--- src/rtl/ucsbece154_mem_arbiter.sv ---
// Two-port round-robin read arbiter sharing one SDRAM read channel between the
// instruction-cache (port 0) and data-cache (port 1) refill ports.
module ucsbece154_mem_arbiter #(
    parameter int unsigned BLOCK_WORDS = 4,
    parameter int unsigned WORD_SIZE   = 32,
    parameter int unsigned ADDR_WIDTH  = 32
) (
    input  logic                  Clk,
    input  logic                  Reset,
    input  logic                  Req0ReadRequest,
    input  logic [ADDR_WIDTH-1:0] Req0ReadAddress,
    output logic [WORD_SIZE-1:0]  Req0DataIn,
    output logic                  Req0DataReady,
    input  logic                  Req1ReadRequest,
    input  logic [ADDR_WIDTH-1:0] Req1ReadAddress,
    output logic [WORD_SIZE-1:0]  Req1DataIn,
    output logic                  Req1DataReady,
    output logic                  MemReadRequest,
    output logic [ADDR_WIDTH-1:0] MemReadAddress,
    input  logic [WORD_SIZE-1:0]  MemDataIn,
    input  logic                  MemDataReady,
    output logic [1:0]            Grant,
    output logic                  Busy
);

    localparam int unsigned CW          = (BLOCK_WORDS > 1) ? $clog2(BLOCK_WORDS) : 1;
    localparam int unsigned BLOCK_BYTES = BLOCK_WORDS * WORD_SIZE / 8;
    localparam logic [ADDR_WIDTH-1:0] ADDR_MASK = ~ADDR_WIDTH'(BLOCK_BYTES - 1);
    localparam logic [CW-1:0] LAST_BEAT = CW'(BLOCK_WORDS - 1);

    typedef enum logic {IDLE, BURST} state_t;

    state_t                state;
    logic [CW-1:0]         beat_count;
    logic                  ptr;        // 1: port 1 wins the next contended grant
    logic                  win1;
    logic [ADDR_WIDTH-1:0] sel_addr;

    always_comb begin
        win1     = Req1ReadRequest && (!Req0ReadRequest || ptr);
        sel_addr = win1 ? Req1ReadAddress : Req0ReadAddress;
    end

    always_ff @(posedge Clk) begin
        if (Reset) begin
            state          <= IDLE;
            MemReadRequest <= 1'b0;
            MemReadAddress <= '0;
            Grant          <= '0;
            Busy           <= 1'b0;
            beat_count     <= '0;
            ptr            <= 1'b0;
        end else begin
            case (state)
                IDLE: begin
                    if (Req0ReadRequest || Req1ReadRequest) begin
                        state          <= BURST;
                        MemReadRequest <= 1'b1;
                        MemReadAddress <= sel_addr & ADDR_MASK;
                        Grant          <= win1 ? 2'b10 : 2'b01;
                        Busy           <= 1'b1;
                        ptr            <= ~win1;
                    end
                end
                BURST: begin
                    if (MemDataReady) begin
                        if (beat_count == LAST_BEAT) begin
                            beat_count     <= '0;
                            state          <= IDLE;
                            MemReadRequest <= 1'b0;
                            Grant          <= '0;
                            Busy           <= 1'b0;
                        end else begin
                            beat_count <= beat_count + CW'(1);
                        end
                    end
                end
                default: state <= IDLE;
            endcase
        end
    end

    // Beat data is broadcast; only the granted port's ready qualifies it.
    always_comb begin
        Req0DataIn    = MemDataIn;
        Req1DataIn    = MemDataIn;
        Req0DataReady = (state == BURST) && MemDataReady && Grant[0];
        Req1DataReady = (state == BURST) && MemDataReady && Grant[1];
    end

endmodule

--- config.mk ---
export PLATFORM = sky130hd
export DESIGN_NAME = ucsbece154_mem_arbiter
export DESIGN_NICKNAME = d
export VERILOG_FILES = /design/src/rtl/ucsbece154_mem_arbiter.sv
export SDC_FILE = /design/constraint.sdc
export NUM_CORES = 1
export LEC_CHECK = 0
export CAP_MARGIN = 25
export CORE_MARGIN = 2
export CORE_UTILIZATION = 29
export CTS_BUF_LIST = sky130_fd_sc_hd__clkbuf_16
export DETAILED_ROUTE_END_ITERATION = 10
export PLACE_DENSITY = 0.83
export REMOVE_ABC_BUFFERS = 1
export SKIP_CTS_REPAIR_TIMING = 1
export SLEW_MARGIN = 20
export SYNTH_ARGS = -nofsm -noshare
export SYNTH_HDL_FRONTEND = slang
export SYNTH_SLANG_ARGS = --single-unit
--- constraint.sdc ---
create_clock -name Clk -period 1.3 [get_ports Clk]
set_input_delay 0.26 -clock Clk [delete_from_list [all_inputs] [get_ports Clk]]
set_output_delay 0.26 -clock Clk [all_outputs]
set_load 0.005 [all_outputs]
; Yosys cells after proc, flatten, opt, wreduce, memory -nomap -nowiden
; Cells that the tools add are included.
[word_totals]
reg_bits = 35
in_bits = 101
output_inout_bits = 102
elab_cells = 38
[op_classes]
addsub = 1
eq_ne = 4
muxes = 15
bitwise = 2
reduce_logical = 10
[op_table]
columns = op, n
row1 = 32-bit two-way mux, 1
row2 = 2-bit two-way mux, 5
row3 = 1-bit two-way mux, 6
row4 = 1-bit logical AND, 4
row5 = 2-bit inequality test (second input constant), 2
row6 = 1-bit case mux with 2 select lines, 2
row7 = 2-bit case mux with 2 select lines, 1
row8 = 2-bit AND reduction, 2
row9 = 3-bit AND reduction, 1
row10 = 2-bit by 1-bit adder with 2-bit output (second input constant), 1
row11 = 2-bit equality test (second input constant), 1
row12 = 1-bit logical OR, 2
row13 = 2-bit by 1-bit inequality test with 1-bit output (second input constant), 1
row14 = 1-bit NOT, 2
row15 = 1-bit zero test, 1

; Logic depth before layout (Yosys ltp)
[logic_depth]
word_depth = 6
depth_mapped = 6
mapped_depth_nobuf = 4

; Worst setup path before layout
; Ideal clock, no wire load.
[synth_path]
kind = flip-flop to flip-flop
startpoint = reg state
endpoint = reg MemReadAddress[24]
setup_ns = 0.122
t_arrival_ns = 1.125
t_required_ns = 1.178
setup_slack_ns = 0.053
path_stages_with_launch = 7
n_path_buf = 3
period_less_slack_ns = 1.247
cell_sequence = dfxtp_1 > buf_6 > o21ba_4 > buf_6 > buf_6 > nor3b_1 > a221o_1
[synth_between]
elab_chain_len = 2
[synth_rtl]
columns = item, line_no
row1 = "start, declared", 33  ; state_t state;
row2 = "start signal, assigned", 46  ; state <= IDLE;
row3 = "start signal, assigned", 57  ; state <= BURST;
row4 = "start signal, assigned", 69  ; state <= IDLE;
row5 = 1-bit NOT, -
row6 = 2-bit AND reduction (no source line), -
row7 = "end signal, assigned", 59  ; MemReadAddress <= sel_addr & ADDR_MASK;
row8 = "end, declared", 19  ; output logic [ADDR_WIDTH-1:0] MemReadAddress,
; Every way passes these cells.
; A chain may end at the register's enable or synchronous reset.

; Final worst setup path
[layout_path]
startpoint = reg state
endpoint = reg MemReadAddress[25]
; The elaborated chain is that of the path after synthesis.

==> results.yml <==
clocking:
  worst_skew_pair.late_latency_ns: 0.27
  tritoncts.num_buffers: 5
  htree_num_levels: 2
  clock_path_buffers: 2
  clk_pin_slew_worst_paths_ns: 0.05
  cts.sink_count: 35
  clock-root-buffer: "sky130_fd_sc_hd__clkbuf_16"
  cts_tree: "built"
sta:
  final-setup-viol-count: 22
  period_share: 1.080
  grt_setup_unrepaired: "yes"
  maxSlewViolCount: 0
  fin_crit_ns: 1.404
  worst_clock_skew_ns: 0.005120
  post-route-worst-setup-slack_ns: -0.1037
  finalSetupTns_ns: -0.7031
  fmax_mhz: 712.4
  final_layout_worst_hold_slack_ns: 0.3659
  finalHoldViolCount: 0
logic_synthesis:
  synth_xor_area_frac: 0
  post_synth_inst_count: 250
  synth_warnings: 0
  postSynthAreaPerCell_um2: 9.119
  main_combinational_cell_family_by_area_after_synthesis: "buffers and inverters"
  post_synthesis_cell_area_um2: 2280
  synth_simple_gate_area_share: 0.1443
  synth.ff_latch_count: 35
  synth.mux.area_fraction: 0.004391
  synth_cell_type_count: 26
  synth_compound_gate_area_share: 0.2503
  fraction_of_the_yosys_area_taken_by_sequential_cells: 0.3074
  yosys.area_share.adder: 0.005488
floorplan:
  die_extent_in_y_um: 92.66
  die_w_um: 92.66
  fp-row-count: 32
  coreArea_um2: 7687
  ios: 203
  start_util: 0.2965
  die_area_um2: 8586
layout:
  fin_util: 0.4383
  areaGrowthSynthToFinish_pct: 47.80
  layout.cell_area.non_filler_um2: 3369
  post_route_cells_drive_above_1_share: 0.2939
  num-nets-final: 399
  instances_no_fill: 398
  diodes: 0
hold_path:
  hold_path.startpoint: "Req1ReadRequest"
  holdPathStages: 2
  worst_hold_path.endpoint: "ptr"
  hold_class: "in2reg"
grt:
  met1_usage: 0.2059
  grt_pass1_vias: 2018
  maximum_number_of_pins_on_one_net_before_global_route_repair: 30
  gr_util_all_layers: 0.1988
  use_met2: 0.2780
  grt_antenna_before_repair: 0
  global_route.usage.met3: 0.1920
  grt_first_pass_wirelength_um: 12550
  gr-total-overflow: 0
  gr-max-usage-layer: "met2"
setup_path:
  crit_path_max_fanout: 7
  startpoint_type: "register"
  rr_endpoint: "MemReadAddress[25]"
  timing.critical_path.required_ns: 1.46
  worstPathArrival_ns: 1.56
  worstReg2RegStart: "state"
  reg2reg_depth: 5
  timing.setup.critical_path_class: "reg2reg"
  ff2ff_setup_slack_ns: -0.10
  endpoint_kind: "register"
placed_design:
  worst_setup_slack_post_dpl_ns: -0.4296
  post_dp_cell_area_um2: 2938
  placed_cells: 380
  detailed_place_hpwl_um: 7064
  gp_congestion: 0.7377
  io_buffer_count: 94
detailed_routing:
  routed_wl_um: 9460
  wire_per_inst_um: 23.77
  drt-vias-per-instance: 5.148
  drt-initial-drc-count: 58
  drtAntennaViolNets: 0
  via_count: 2049
  first_pass_iters: 4
  route.detailed.drc: 0
status:
  outcome: "finished, violations left"
  failed_checks: "setup timing"
power_and_ir_drop:
  power.ir.vdd_worst_v: 0.0004543
  static-leakage-power_nw: 1.706
  power_per_cell_area_nw_per_um2: 1001
  design_power_total_mw: 3.373
job:
  maxCapViolCount: 0
Yosys cell counts:
cell type | count | share of area
sky130_fd_sc_hd__a311oi_1 | 1 | 0.0038
sky130_fd_sc_hd__clkbuf_1 | 2 | 0.0033
sky130_fd_sc_hd__nand2_1 | 3 | 0.0049
sky130_fd_sc_hd__nand2b_1 | 1 | 0.0027
sky130_fd_sc_hd__nor4_4 | 1 | 0.0093
sky130_fd_sc_hd__nor2_1 | 25 | 0.041
sky130_fd_sc_hd__a31o_1 | 2 | 0.0077
sky130_fd_sc_hd__mux2i_1 | 1 | 0.0044
sky130_fd_sc_hd__buf_2 | 12 | 0.026
sky130_fd_sc_hd__a221o_1 | 8 | 0.035
sky130_fd_sc_hd__ha_1 | 1 | 0.0055
sky130_fd_sc_hd__and3_1 | 2 | 0.0055
sky130_fd_sc_hd__a21oi_1 | 4 | 0.0088
sky130_fd_sc_hd__conb_1 | 1 | 0.0016
sky130_fd_sc_hd__dfxtp_1 | 35 | 0.31
sky130_fd_sc_hd__nor2b_4 | 1 | 0.0060
sky130_fd_sc_hd__nand3_1 | 22 | 0.048
sky130_fd_sc_hd__a311oi_2 | 20 | 0.13
sky130_fd_sc_hd__o21ai_0 | 20 | 0.044
sky130_fd_sc_hd__a2111oi_4 | 1 | 0.012
sky130_fd_sc_hd__inv_2 | 1 | 0.0016
sky130_fd_sc_hd__o21ba_4 | 1 | 0.0071
sky130_fd_sc_hd__nor3b_1 | 8 | 0.026
sky130_fd_sc_hd__inv_1 | 2 | 0.0033
sky130_fd_sc_hd__buf_4 | 72 | 0.24
sky130_fd_sc_hd__buf_6 | 3 | 0.015
layout make-up:
class | instances | area [µm²]
clock buffer | 5 | 125.1
clock inverter | 1 | 3.754
fill | 734 | 4318
inverter | 3 | 11.26
multi-input combinational | 126 | 974.7
sequential | 35 | 714.4
tap | 102 | 127.6
timing repair buffer | 126 | 1413
registers in the layout (all words and copies together) (netlist names):
name and cells:
Busy 1, Grant 2, MemReadAddress 28, beat_count 2
ptr 1, state 1
routing by layer:
metal | vias up | part of all wire
li1 | 907 | -
met1 | 949 | 0.37
met2 | 177 | 0.41
met3 | 12 | 0.20
met4 | 4 | 0.0086
met5 | - | 0.0086
worst max path at each step:
stage / from / to / slack (ns) / depth (start not counted)
floorplan: state / MemReadAddress[23] / -0.20 / 3
global placement: Req1ReadRequest / MemReadAddress[24] / -0.39 / 5
detailed placement: Req1ReadRequest / MemReadAddress[29] / -0.43 / 5
finish: state / MemReadAddress[25] / -0.10 / 5
global route: state / MemReadAddress[25] / -0.13 / 5
CTS: MemDataReady / Req0DataReady / -0.36 / 3
layout by cell type (no fill, tap or decap), drive strengths merged, types with 2 or more instances in the layout:
master,count
a21oi,4
a221o,8
a311oi,21
a31o,2
and3,2
buf,30
clkbuf,10
clkdlybuf4s50,56
conb,4
dfxtp,35
dlymetal6s2s,35
inv,4
nand2,3
nand3,22
nor2,25
nor3b,8
o21ai,20
worst max-delay path, cell delays in order, from the launching register on:
cell,delay [ns]
sky130_fd_sc_hd__dfxtp_4,0.35
sky130_fd_sc_hd__buf_12,0.12
sky130_fd_sc_hd__o21ba_4,0.33
sky130_fd_sc_hd__clkbuf_16,0.19
sky130_fd_sc_hd__nor3b_1,0.05
sky130_fd_sc_hd__a221o_1,0.25
power breakdown:
part / internal [mW] / total, mW / leakage, nW / switching [mW]
combinational: 0.625 / 1.04 / 1.35 / 0.416
sequential: 1.19 / 1.25 / 0.293 / 0.0669
clock: 0.680 / 1.08 / 0.0669 / 0.398
total: 2.49 / 3.37 / 1.71 / 0.881
cell families (layout without fill, tap and decap cells):
kind of cell    after synthesis  after routing
compound gates               57             57
flops                        35             35
fa+ha+maj                     1              1
other cells                   1              4
mux                           1              1
simple gates                 63             63
buf+inv                      92            135
Note: power is estimated with default switching activity, not from simulation.
